==> src/rtl/pix_pkg.sv <==
// Shared constants and types for the output pixel buffer read path.
package pix_pkg;

    localparam int NUM_PIXELS_DEF = 153600;
    localparam int PIX_W_DEF      = 8;
    localparam int ADDR_W_DEF     = 18;

    typedef enum logic [1:0] {RD_IDLE, RD_STREAM, RD_DRAIN} rd_state_t;

    typedef logic [PIX_W_DEF-1:0] pixel_t;

endpackage

==> src/rtl/pixel_out_reader_if.sv <==
// Pixel RAM read port plus valid/ready pixel stream; master is the reader.
interface pixel_out_reader_if
    import pix_pkg::*;
#(
    parameter int ADDR_W = ADDR_W_DEF,
    parameter int PIX_W  = PIX_W_DEF
);
    logic              mem_rd_en;
    logic [ADDR_W-1:0] mem_addr;
    logic [PIX_W-1:0]  mem_rdata;
    logic [PIX_W-1:0]  pix_data;
    logic              pix_valid;
    logic              pix_ready;
    logic              pix_first;
    logic              pix_last;

    modport master (
        output mem_rd_en, mem_addr, pix_data, pix_valid, pix_first, pix_last,
        input  mem_rdata, pix_ready
    );

    modport slave (
        input  mem_rd_en, mem_addr, pix_data, pix_valid, pix_first, pix_last,
        output mem_rdata, pix_ready
    );
endinterface

==> src/rtl/pix_skid_fifo.sv <==
// Two-entry FIFO between the RAM read port and the stream; the head only
// moves on pop, so the output holds steady while the sink stalls.
module pix_skid_fifo #(
    parameter int W = 8
) (
    input  logic         clk,
    input  logic         rst,
    input  logic         push,
    input  logic         pop,
    input  logic         flush,
    input  logic [W-1:0] din,
    output logic [W-1:0] dout,
    output logic         valid,
    output logic [1:0]   count
);
    logic [W-1:0] mem [2];
    logic         wr_ptr;
    logic         rd_ptr;
    logic         do_push;
    logic         do_pop;

    assign do_pop  = pop && (count != 2'd0);
    assign do_push = push && ((count != 2'd2) || do_pop);

    always_ff @(posedge clk or negedge rst) begin
        if (!rst) begin
            mem[0] <= '0;
            mem[1] <= '0;
            wr_ptr <= 1'b0;
            rd_ptr <= 1'b0;
            count  <= 2'd0;
        end else if (flush) begin
            wr_ptr <= 1'b0;
            rd_ptr <= 1'b0;
            count  <= 2'd0;
        end else begin
            if (do_push) begin
                mem[wr_ptr] <= din;
                wr_ptr      <= ~wr_ptr;
            end
            if (do_pop) begin
                rd_ptr <= ~rd_ptr;
            end
            count <= count + {1'b0, do_push} - {1'b0, do_pop};
        end
    end

    assign valid = (count != 2'd0);
    assign dout  = valid ? mem[rd_ptr] : '0;

endmodule

==> src/rtl/pixel_out_reader.sv <==
// Frame reader for the output pixel buffer: fetches pixels in order from the
// synchronous RAM, never past the writer's count, and streams them out.
//
// state     | meaning
// RD_IDLE   | waiting for start
// RD_STREAM | issuing reads while rd_addr < NUM_PIXELS
// RD_DRAIN  | all reads issued; emptying FIFO, then done
module pixel_out_reader
    import pix_pkg::*;
#(
    parameter int NUM_PIXELS = NUM_PIXELS_DEF,
    parameter int ADDR_W     = ADDR_W_DEF,
    parameter int PIX_W      = PIX_W_DEF
) (
    input  logic            clk,
    input  logic            rst,
    input  logic            start,
    input  logic            abort,
    input  logic [ADDR_W:0] wr_count,
    output logic            busy,
    output logic            done,
    pixel_out_reader_if.master bus
);
    localparam logic [ADDR_W:0] NUM_C  = (ADDR_W+1)'(NUM_PIXELS);
    localparam logic [ADDR_W:0] LAST_C = (ADDR_W+1)'(NUM_PIXELS - 1);

    rd_state_t       state;
    logic [ADDR_W:0] rd_addr;
    logic [ADDR_W:0] out_cnt;
    logic [ADDR_W:0] wr_eff;
    logic            inflight;
    logic [1:0]      fifo_count;
    logic            fifo_valid;
    logic [PIX_W-1:0] fifo_data;
    logic            xfer;
    logic            last_xfer;
    logic            flush;
    logic            issue;
    logic [2:0]      credit_used;

    assign wr_eff    = (wr_count > NUM_C) ? NUM_C : wr_count;
    assign xfer      = fifo_valid && bus.pix_ready;
    assign last_xfer = xfer && (out_cnt == LAST_C);
    assign flush     = (state != RD_IDLE) && abort;

    // A pop in the same cycle frees its slot, which keeps 1 pixel/clk
    // with only two entries of storage.
    assign credit_used = {1'b0, fifo_count} + {2'b0, inflight} - {2'b0, xfer};
    assign issue = (state == RD_STREAM) && !abort &&
                   (rd_addr < wr_eff) && (rd_addr < NUM_C) &&
                   (credit_used < 3'd2);

    pix_skid_fifo #(.W(PIX_W)) u_fifo (
        .clk   (clk),
        .rst   (rst),
        .push  (inflight),
        .pop   (xfer),
        .flush (flush),
        .din   (bus.mem_rdata),
        .dout  (fifo_data),
        .valid (fifo_valid),
        .count (fifo_count)
    );

    always_ff @(posedge clk or negedge rst) begin
        if (!rst) begin
            state    <= RD_IDLE;
            rd_addr  <= '0;
            out_cnt  <= '0;
            inflight <= 1'b0;
            busy     <= 1'b0;
            done     <= 1'b0;
        end else begin
            done     <= 1'b0;
            inflight <= issue;
            if (issue) rd_addr <= rd_addr + 1'b1;
            if (xfer)  out_cnt <= out_cnt + 1'b1;
            case (state)
                RD_IDLE: begin
                    if (start) begin
                        state   <= RD_STREAM;
                        rd_addr <= '0;
                        out_cnt <= '0;
                        busy    <= 1'b1;
                    end
                end
                RD_STREAM: begin
                    if (abort) begin
                        state <= RD_IDLE;
                        busy  <= 1'b0;
                        done  <= 1'b1;
                    end else if (rd_addr == NUM_C) begin
                        state <= RD_DRAIN;
                    end
                end
                RD_DRAIN: begin
                    if (abort || last_xfer || (fifo_count == 2'd0 && !inflight)) begin
                        state <= RD_IDLE;
                        busy  <= 1'b0;
                        done  <= 1'b1;
                    end
                end
                default: begin
                    state <= RD_IDLE;
                    busy  <= 1'b0;
                end
            endcase
        end
    end

    assign bus.mem_rd_en = issue;
    assign bus.mem_addr  = rd_addr[ADDR_W-1:0];
    assign bus.pix_data  = fifo_data;
    assign bus.pix_valid = fifo_valid;
    assign bus.pix_first = fifo_valid && (out_cnt == '0);
    assign bus.pix_last  = fifo_valid && (out_cnt == LAST_C);

endmodule

==> src/flat_wrapper.sv <==
// flat-port wrapper written by rule: the top's interface ports become plain ports
module pixel_out_reader_flat import pix_pkg::*;
#(
    parameter int NUM_PIXELS = NUM_PIXELS_DEF,
    parameter int ADDR_W     = ADDR_W_DEF,
    parameter int PIX_W      = PIX_W_DEF
)
  (clk, rst, start, abort, wr_count, busy, done, bus_mem_rd_en, bus_mem_addr, bus_pix_data, bus_pix_valid, bus_pix_first, bus_pix_last, bus_mem_rdata, bus_pix_ready);
  pixel_out_reader_if #(.ADDR_W(ADDR_W), .PIX_W(PIX_W)) bus_i ();
  input  logic clk;
  input  logic rst;
  input  logic start;
  input  logic abort;
  input  logic [ADDR_W:0] wr_count;
  output logic busy;
  output logic done;
  output wire logic [$bits(bus_i.mem_rd_en)-1:0] bus_mem_rd_en;
  output wire logic [$bits(bus_i.mem_addr)-1:0] bus_mem_addr;
  output wire logic [$bits(bus_i.pix_data)-1:0] bus_pix_data;
  output wire logic [$bits(bus_i.pix_valid)-1:0] bus_pix_valid;
  output wire logic [$bits(bus_i.pix_first)-1:0] bus_pix_first;
  output wire logic [$bits(bus_i.pix_last)-1:0] bus_pix_last;
  input wire logic [$bits(bus_i.mem_rdata)-1:0] bus_mem_rdata;
  input wire logic [$bits(bus_i.pix_ready)-1:0] bus_pix_ready;
  assign bus_mem_rd_en = bus_i.mem_rd_en;
  assign bus_mem_addr = bus_i.mem_addr;
  assign bus_pix_data = bus_i.pix_data;
  assign bus_pix_valid = bus_i.pix_valid;
  assign bus_pix_first = bus_i.pix_first;
  assign bus_pix_last = bus_i.pix_last;
  assign bus_i.mem_rdata = bus_mem_rdata;
  assign bus_i.pix_ready = bus_pix_ready;
  pixel_out_reader #(.NUM_PIXELS(NUM_PIXELS), .ADDR_W(ADDR_W), .PIX_W(PIX_W)) u_core (.clk(clk), .rst(rst), .start(start), .abort(abort), .wr_count(wr_count), .busy(busy), .done(done), .bus(bus_i));
endmodule
==> config.mk <==
export PLATFORM = sky130hd
export DESIGN_NAME = pixel_out_reader_flat
export DESIGN_NICKNAME = d
export VERILOG_FILES = /design/src/rtl/pix_pkg.sv /design/src/rtl/pixel_out_reader_if.sv /design/src/rtl/pix_skid_fifo.sv /design/src/rtl/pixel_out_reader.sv /design/src/flat_wrapper.sv
export SDC_FILE = /design/constraint.sdc
export NUM_CORES = 1
export LEC_CHECK = 0
export ABC_AREA = 0
export CAP_MARGIN = 40
export CORE_ASPECT_RATIO = 2
export CORE_MARGIN = 2
export CORE_UTILIZATION = 45
export CTS_BUF_LIST = sky130_fd_sc_hd__clkbuf_8
export DETAILED_ROUTE_END_ITERATION = 7
export GPL_TIMING_DRIVEN = 1
export MAX_ROUTING_LAYER = met4
export PLACE_DENSITY = 0.71
export SLEW_MARGIN = 20
export SYNTH_ARGS = -nofsm -noshare
export SYNTH_HDL_FRONTEND = slang
export SYNTH_SLANG_ARGS = --single-unit
==> constraint.sdc <==
create_clock -name clk -period 6.2 [get_ports clk]
set_input_delay 1.24 -clock clk [delete_from_list [all_inputs] [get_ports clk]]
set_output_delay 1.24 -clock clk [all_outputs]
set_load 0.05 [all_outputs]
# Word-level counts from Yosys, hierarchy flattened
# Index checks and enable logic that the tools add are counted.
# Widths: inputs -> output; s select.
[totals] inputBits=32 ram_bits=0 mem_bits_ro=0 latchBits=0 regBits=63 mem_count=0
[classes] n_bitwise=5 add_sub_neg=6 n_shift=0 n_div=0 n_reduce_logical=28 order_cmp=7 eq_ne=9 multipliers=0 muxes=31
[ops] cell="$mux 19" n=7
[ops] cell="$mux 8" n=5
[ops] cell="$add 19x1->19 const B" n=2
[ops] cell="$eq 19x18->1 const B" n=2
[ops] cell="$gt 19x18->1 const B" n=1
[ops] cell="$logic_not 19->1" n=1
[ops] cell="$lt 19x18->1 const B" n=1
[ops] cell="$lt 19x19->1" n=1
[ops] cell="$bwmux 16" n=1
[ops] cell="$logic_and 1x1->1" n=13
[ops] cell="$mux 2" n=5
[ops] cell="$mux 1" n=9
[ops] cell="$demux 8 s1" n=1
[ops] cell="$reduce_bool 2->1" n=4
[ops] cell="$ne 2x2->1 const B" n=3
[ops] cell="$pmux 2 s3" n=1
[ops] cell="$reduce_and 3->1" n=2
[ops] cell="$ge 2x2->1 const B" n=2
[ops] cell="$logic_not 2->1" n=2
[ops] cell="$not 1->2" n=2
[ops] cell="$add 2x1->3" n=1
[ops] cell="$logic_or 1x1->1" n=3
[ops] cell="$lt 3x2->1 const B" n=1
[ops] cell="$ne 3x3->1 const B" n=1
[ops] cell="12 further kinds" n=15

# Depth between registers and ports, before layout
# Gate-level depths: netlist (run 1).
[depth] ltp_word=9 ltp_mapped=15

# Modules after synthesis
# Synthesis (run 1) repeated with hierarchy kept, for this count alone.
[hier_totals] hier_cells=435 area_unflattened_um2=4060.1
[modules_own_cells] module="pixel_out_reader" cells_per_inst=360 area_each_um2=3084.2 instances=1 seq_area_each_um2=1076.0
[modules_own_cells] module="pix_skid_fifo" cells_per_inst=75 area_each_um2=975.9 instances=1 seq_area_each_um2=500.5

# Worst setup path after synthesis (run 1)
# Ideal clock, no wire load.
[synth_path] kind="input to output" start="input port wr_count[12]" end="output port bus_mem_rd_en" n_path_buf=3 path_slack_ps=955 required_ps=4960 arrival_time_ps=4005 stages=14 cell_sequence="nand3_1 > nor4b_1 > nand3_1 > o21ai_0 > clkbuf_1 > nand2_1 > ha_1 > nand4_1 > nor4_1 > o211ai_1 > nand4_1 > buf_4 > buf_4 > inv_1"
[synth_via] elab_chain_len=6
[synth_lines] element="from (decl)" line="flat_wrapper.sv:14" source="input logic [ADDR_W:0] wr_count;"
[synth_lines] element="$gt 19x18->1" line="pixel_out_reader.sv:41" source="assign wr_eff = (wr_count > NUM_C) ? NUM_C : wr_count;"
[synth_lines] element="$mux 19 (*)" line="pixel_out_reader.sv:41"
[synth_lines] element="$lt 19x19->1 (*)" line="pixel_out_reader.sv:50" source="(rd_addr < wr_eff) && (rd_addr < NUM_C) &&"
[synth_lines] element="$logic_and 1x1->1 (*)" line="pixel_out_reader.sv:49" source="assign issue = (state == RD_STREAM) && !abort &&"
[synth_lines] element="$logic_and 1x1->1 (*) (2 in series)" line="pixel_out_reader.sv:50"
[synth_lines] element="to (decl)" line="flat_wrapper.sv:17" source="output wire logic [$bits(bus_i.mem_rd_en)-1:0] bus_mem_rd_en;"
# Every way passes the cells marked *; elsewhere a longest branch is shown, timed or not.

# Worst setup path after layout (run 1)
[layout_path] start="input port wr_count[14]" end="output port bus_mem_rd_en"
# Same word-level chain as after synthesis.

==> results of run 1 <==
-- critical path: cells and delay by family --
kind	cells	cell delay (ps)
adders and majority gates	1	300
AOI/OAI and AO/OA	2	370
and+or+nand+nor	7	1310
buffers and inverters	4	1000
-- sequential cells by signal (all words and copies together) (netlist names) --
signal	flops
u_core.state	2
u_core.u_fifo.mem	16
u_core.u_fifo.wr_ptr	1
u_core.rd_addr	19
u_core.done	1
u_core.inflight	1
u_core.busy	1
u_core.out_cnt	19
u_core.u_fifo.count	2
u_core.u_fifo.rd_ptr	1
-- cell families after synthesis --
logic type	synth area share, %
and+or+nand+nor	23.0
xor gates and xnor gates	5.48
other	0.0938
DFF	39.4
buffers and inverters	6.51
muxes	6.76
adders and majority gates	9.27
AOI/OAI and AO/OA	9.46
-- metal layers --
layer / global-route usage, % / routed length [um] / vias to the layer above
met3: 4.54 / 411 / 36
li1: - / - / 1627
met2: 41.2 / 5470 / 98
met1: 21.9 / 3440 / 1622
met5: - / 0 / -
met4: 11.8 / 503 / 0
-- power by group through the flow --
stage	Sequential, W	Clock, W	Combinational, W
floorplan	0.000546	0	0.000480
global placement	0.000556	0	0.000657
detailed placement	0.000561	0	0.000677
CTS	0.000554	0.000453	0.000684
global route	0.000564	0.000471	0.000734
finish	0.000554	0.000443	0.000678
-- path summary, 6_finish.rpt --
path                                              end  slack (ps)
worst max-delay path                    bus_mem_rd_en         720
worst min-delay path            u_core.u_fifo.mem[11]         510
worst max register to register     u_core.rd_addr[16]        2400
worst min register to register  u_core.u_fifo.mem[11]         510
max in group asynchronous           u_core.rd_addr[6]        4870
min in group asynchronous          u_core.out_cnt[15]         830
-- through the flow --
step | worst slack [ps] | area, um2 | hold WS [ps] | total power [W]
4_1_cts | 697 | 4840 | 511 | 0.00169
2_1_floorplan | 955 | 4000 | 479 | 0.00103
6_report | 724 | 4870 | 509 | 0.00168
3_3_place_gp | 841 | 4590 | 487 | 0.00121
5_1_grt | 482 | 4870 | 521 | 0.00177
3_5_place_dp | 725 | 4600 | 496 | 0.00124
-- area by class of cell --
| cell class | instances | area (um2) | area share [%] |
|---|---|---|---|
| clock inverter | 4 | 93.8 | 1.93 |
| clock buffer | 11 | 151 | 3.11 |
| timing repair buffer | 69 | 688 | 14.1 |
| multi-input combinational | 330 | 2160 | 44.3 |
| tap | 100 | 125 | 2.57 |
| inverter | 20 | 75.1 | 1.54 |
| sequential | 63 | 1580 | 32.4 |
-- cells in the final DEF, fill, tap and decap left out, types with 3 or more instances in the layout --
master            n
a21oi_1          29
and2_1            4
and3_1            5
buf_4             6
bufinv_16         3
clkbuf_8         11
clkdlybuf4s50_1  61
dfrtp_1          63
ha_1             28
inv_1            21
mux2_2           16
mux2i_1           9
nand2_1          48
nand2b_1          3
nand3_1          19
nand4_1          11
nor2_1           49
nor2b_1           4
nor3_1            6
nor3_2            3
nor4_1            9
nor4b_1           4
o21ai_0          20
o31ai_1           3
or3_1            11
or4_1             3
xnor2_1          12
xor2_1           13
==> results_dict.tcl, run 1 <==
set metrics [dict create \
    syn_inst 442 \
    power.density_nw_per_um2 344 \
    relSlewSlack_pct 51.2 \
    status "complete, no violations" \
    worstPathMaxFanout 15 \
    final_nets 554 \
    wire_per_inst_um 16.5 \
    synth_nets 503 \
    cp.arrival_ps 4240 \
    yosysTopAreaCellShare_pct 39.4 \
    p_seq_share_pct 33.1 \
    hold_buffers 0 \
    cts-root-buf "clkbuf_8" \
    start_util_pct 46.2 \
    cts.clk_slew.worst_paths_ps 70 \
    gp_congestion 0.894 \
    port_buffers 63 \
    detail_route.iter0.violations 169 \
    synth.distinct_cells 44 \
    cp-startpoint "wr_count[14]" \
    yosysSeqAreaShare_pct 39.4 \
    core_area_um2 8650 \
    drtAntennaViolNets 0 \
    grt_pass1_vias 3569 \
    rsz0062_at_grt "no" \
    dp_hpwl_um 7500 \
    sw_frac_of_total_pct 38.2 \
    drv_cap 0 \
    hp-class "reg2reg" \
    peakVddDrop_mv 0.284 \
    grt_max_degree 64 \
    p_leak_nw 2.11 \
    cts_tree "yes" \
    min_path_cells 1 \
    clock_sinks 63 \
    diodes 0 \
    clk_latency_ps 350 \
    ys_dominant_reg_cell "dfrtp_1" \
    finalSetupViolCount 0 \
    cts-buffers-inserted 9 \
    avgViaCountPerCell 5.67 \
    fin_crit_sh_pct 88.3 \
    cts.path.max_buffers 2 \
    drive_gt1_share_pct 9.26 \
    yosys_warnings 0 \
    path_class "in2out" \
    grt_usage_pct 22.4 \
    fin_skew_ps 10.7 \
    grt_pass1_wl_um 16500 \
    tns_ps 0 \
    maxSlewViolCount 0 \
    power.switching_w 0.000639 \
    ys_ff_latch 63 \
    drc 0 \
    vias 3383 \
    cts_resized 0 \
    final_util_pct 56.3 \
    end_kind "output pin" \
    area_growth_pct 21.9 \
    yosysMostFrequentCell "dfrtp_1" \
    die-area_um2 9700 \
    syn_area_um2 4000 \
    tightestPinTransition_ps 728 \
    synth_top_area_cell "dfrtp_1" \
    antenna_found_initial 0 \
    postCtsSetupRepairBufs 0 \
    critPathSlowestCell "clkdlybuf4s50_1" \
    overflow 0 \
    hold_violations 0 \
    htree_num_levels 3 \
    synthTopCellsByCount "dfrtp_1 (63), nor2_1 (49), nand2_1 (48)" \
    fmax_ghz 0.183 \
    synth-edff-count 0 \
    cp_data_required_time_ps 4960 \
    synth_area_per_cell_um2 9.04 \
    die_w_um 70.6 \
    max_stage_delay_ps 510 \
    die_h_um 137 \
    n_fill_cell 821 \
    placementRows 48 \
    worstRegToRegCells 12 \
    reg2reg_from "u_core.u_fifo.count[1]" \
    dr.pass1.iters 4 \
    cp-start-kind "primary input" \
    hold_start "u_core.u_fifo.mem[11]" \
    pwr-share-comb_pct 40.5 \
    fin_cells 597 \
    synthArstFlopShare_pct 100 \
    clockPowerShare_pct 26.4 \
    crit_chain "clkdlybuf4s50_1 -> nand3_1 -> nor4b_1 -> nand3_1 -> o21ai_0 -> buf_4 -> nand2_1 -> ha_1 -> nand4_1 -> nor4_1 -> o211ai_1 -> nand4_1 -> inv_1 -> buf_4" \
    dp_cells 581 \
    ys_top_cells_by_area "dfrtp_1 (39%), ha_1 (8.8%), nor2_1 (4.6%)" \
    drt_wl_total_um 9830 \
    internal_power_w 0.00104 \
    min_period_ps 5480 \
    pin_count 64 \
]
Note: power is estimated with default switching activity, not from simulation.
==> run 2: changes to the inputs <==
--- a/config.mk
+++ b/config.mk
@@ -12,7 +12,7 @@
 export CORE_UTILIZATION = 45
 export CTS_BUF_LIST = sky130_fd_sc_hd__clkbuf_8
 export DETAILED_ROUTE_END_ITERATION = 7
-export GPL_TIMING_DRIVEN = 1
+export GPL_TIMING_DRIVEN = 0
 export MAX_ROUTING_LAYER = met4
 export PLACE_DENSITY = 0.71
 export SLEW_MARGIN = 20
==> constraint.sdc (replaced) <==
create_clock -name clk -period 6.1 [get_ports clk]
set_input_delay 1.22 -clock clk [delete_from_list [all_inputs] [get_ports clk]]
set_output_delay 1.22 -clock clk [all_outputs]
set_load 0.05 [all_outputs]
==> run 2 against run 1 <==
Utilization grew 2.2 points. Critical path depth is the same. Clock-buffer cell count is the same. Clock power shrank 5.9%. Wire length grew 2.2%.
==> results_dict.tcl, run 2 (same netlist as run 1, synthesis figures left out) <==
set metrics [dict create \
    reg2reg_from "u_core.u_fifo.count[1]" \
    placementRows 48 \
    pin_count 64 \
    dr_wl_met2_um 5620 \
    cp-start-kind "primary input" \
    biggestRegsByFlops "u_core.out_cnt x19, u_core.rd_addr x19, u_core.u_fifo.mem x16" \
    gp_congestion 0.914 \
    area_growth_pct 26.5 \
    detail_route.iter0.violations 133 \
    antenna_found_initial 0 \
    rsz0062_at_grt "no" \
    die_w_um 70.6 \
    hp-class "reg2reg" \
    drtAntennaViolNets 0 \
    path_class "in2out" \
    status "complete, no violations" \
    hold_start "u_core.u_fifo.mem[1]" \
    layout_common_cells "dfrtp_1 (63), clkdlybuf4s50_1 (61), nor2_1 (49)" \
    dr.pass1.iters 4 \
    peakVddDrop_mv 0.287 \
    cts.clk_slew.worst_paths_ps 70 \
    p_leak_nw 2.20 \
    drt_wl_total_um 10000 \
    drive_gt1_share_pct 13.4 \
    top_layer "met4" \
    cts.path.max_buffers 2 \
    cts-root-buf "clkbuf_8" \
    maxSlewViolCount 0 \
    worstPathMaxFanout 10 \
    htree_num_levels 3 \
    diodes 0 \
    wl_met1_um 3610 \
    final_common_cell "dfrtp_1" \
    clk_latency_ps 360 \
    relSlewSlack_pct 52.4 \
    avgViaCountPerCell 5.66 \
    port_buffers 63 \
    dp_hpwl_um 7630 \
    final_nets 580 \
    power.density_nw_per_um2 333 \
    overflow 0 \
    fmax_ghz 0.171 \
    cp_data_required_time_ps 4880 \
    grt_max_degree 56 \
    drv_cap 0 \
    dp_cells 606 \
    min_period_ps 5850 \
    vias 3531 \
    wl_met3_um 372 \
    die-area_um2 9700 \
    fin_cells 624 \
    clock_sinks 63 \
    finalSetupViolCount 0 \
    fin_skew_ps 10.7 \
    die_h_um 137 \
    grt_usage_pct 22.9 \
    cp-startpoint "bus_pix_ready" \
    cts_tree "yes" \
    core_area_um2 8650 \
    grt_pass1_wl_um 16700 \
    drc 0 \
    ff2ff_setup_slack_ps 2370 \
    cp.arrival_ps 4630 \
    hold_slack_ps 509 \
    wire_per_inst_um 16.1 \
    cts-buffers-inserted 9 \
    tightestPinTransition_ps 711 \
    hold_violations 0 \
    start_util_pct 46.2 \
    grt_pass1_vias 3649 \
    fin_crit_sh_pct 95.9 \
    end_kind "output pin" \
]
[run 2: cell types whose count changed in the layout (fill, tap and decap cells not counted), moves of 2 or more]
cell	previous run	this run
clkbuf_4	0	2
buf_4	6	23
clkbuf_1	0	6
clkinvlp_4	0	2
[run 2: final cells by class]
| class | count | area (um2) |
|---|---|---|
| flip-flops and latches | 63 | 1580 |
| multi-input cells | 330 | 2190 |
| well taps | 100 | 125 |
| repair buffers | 66 | 668 |
| fillers | 811 | 3590 |
| plain buffers | 29 | 189 |
| inverters | 20 | 75.1 |
| clock buffers | 11 | 151 |
| clock inverters | 5 | 80.1 |
[run 2: per-layer routing]
| metal | vias to the layer above | global-route usage, % |
|---|---|---|
| li1 | 1700 | - |
| met1 | 1699 | 21.5 |
| met2 | 96 | 42.1 |
| met3 | 36 | 4.46 |
| met4 | 0 | 13.7 |
| met5 | - | - |
[run 2: what timing repair did]
action                     in CTS  in global routing
buffers inserted                0                  2
setup endpoints to repair       1                  1
pin swaps                       0                  4
hold buffers                    0                  0
gates resized for setup        11                  3
[run 2: worst max-delay path, cell delays in order]
cell and delay (ps):
clkdlybuf4s50_1 450, o21ai_1 360, inv_1 230, ha_1 320, nand2b_1 160, fa_1 390
xnor2_1 180, nand4_1 140, a211oi_2 220, nand4_1 200, buf_4 230, buf_4 190
inv_1 110, clkbuf_4 240
[run 2: final timing paths]
| path | depth (start not counted) | end |
|---|---|---|
| hold reg to reg | 1 | u_core.u_fifo.mem[1] |
| setup reg to reg | 14 | u_core.rd_addr[4] |
| max in group asynchronous | 2 | u_core.state[0] |
| setup / recovery | 14 | bus_mem_rd_en |
| min in group asynchronous | 1 | u_core.out_cnt[9] |
| hold / removal | 1 | u_core.u_fifo.mem[1] |
[run 2: power breakdown]
part           internal, W  switching, W
sequential        0.000492     0.0000540
combinational     0.000280      0.000440
clock             0.000251      0.000166
total              0.00102      0.000660
[run 2: metrics by stage]
stage                     worst slack (ps)  cell area (um2)  TNS, ps  util (%)  total power [W]
after floorplan                        895             4000        0         -          0.00104
after CTS                             97.9             5030        0      58.1          0.00170
after global routing                  4.09             5060        0      58.5          0.00178
after global placement                -958             4750     -958      54.9          0.00125
final                                  252             5060        0      58.5          0.00168
after detailed placement              -940             4780     -940      55.2          0.00127
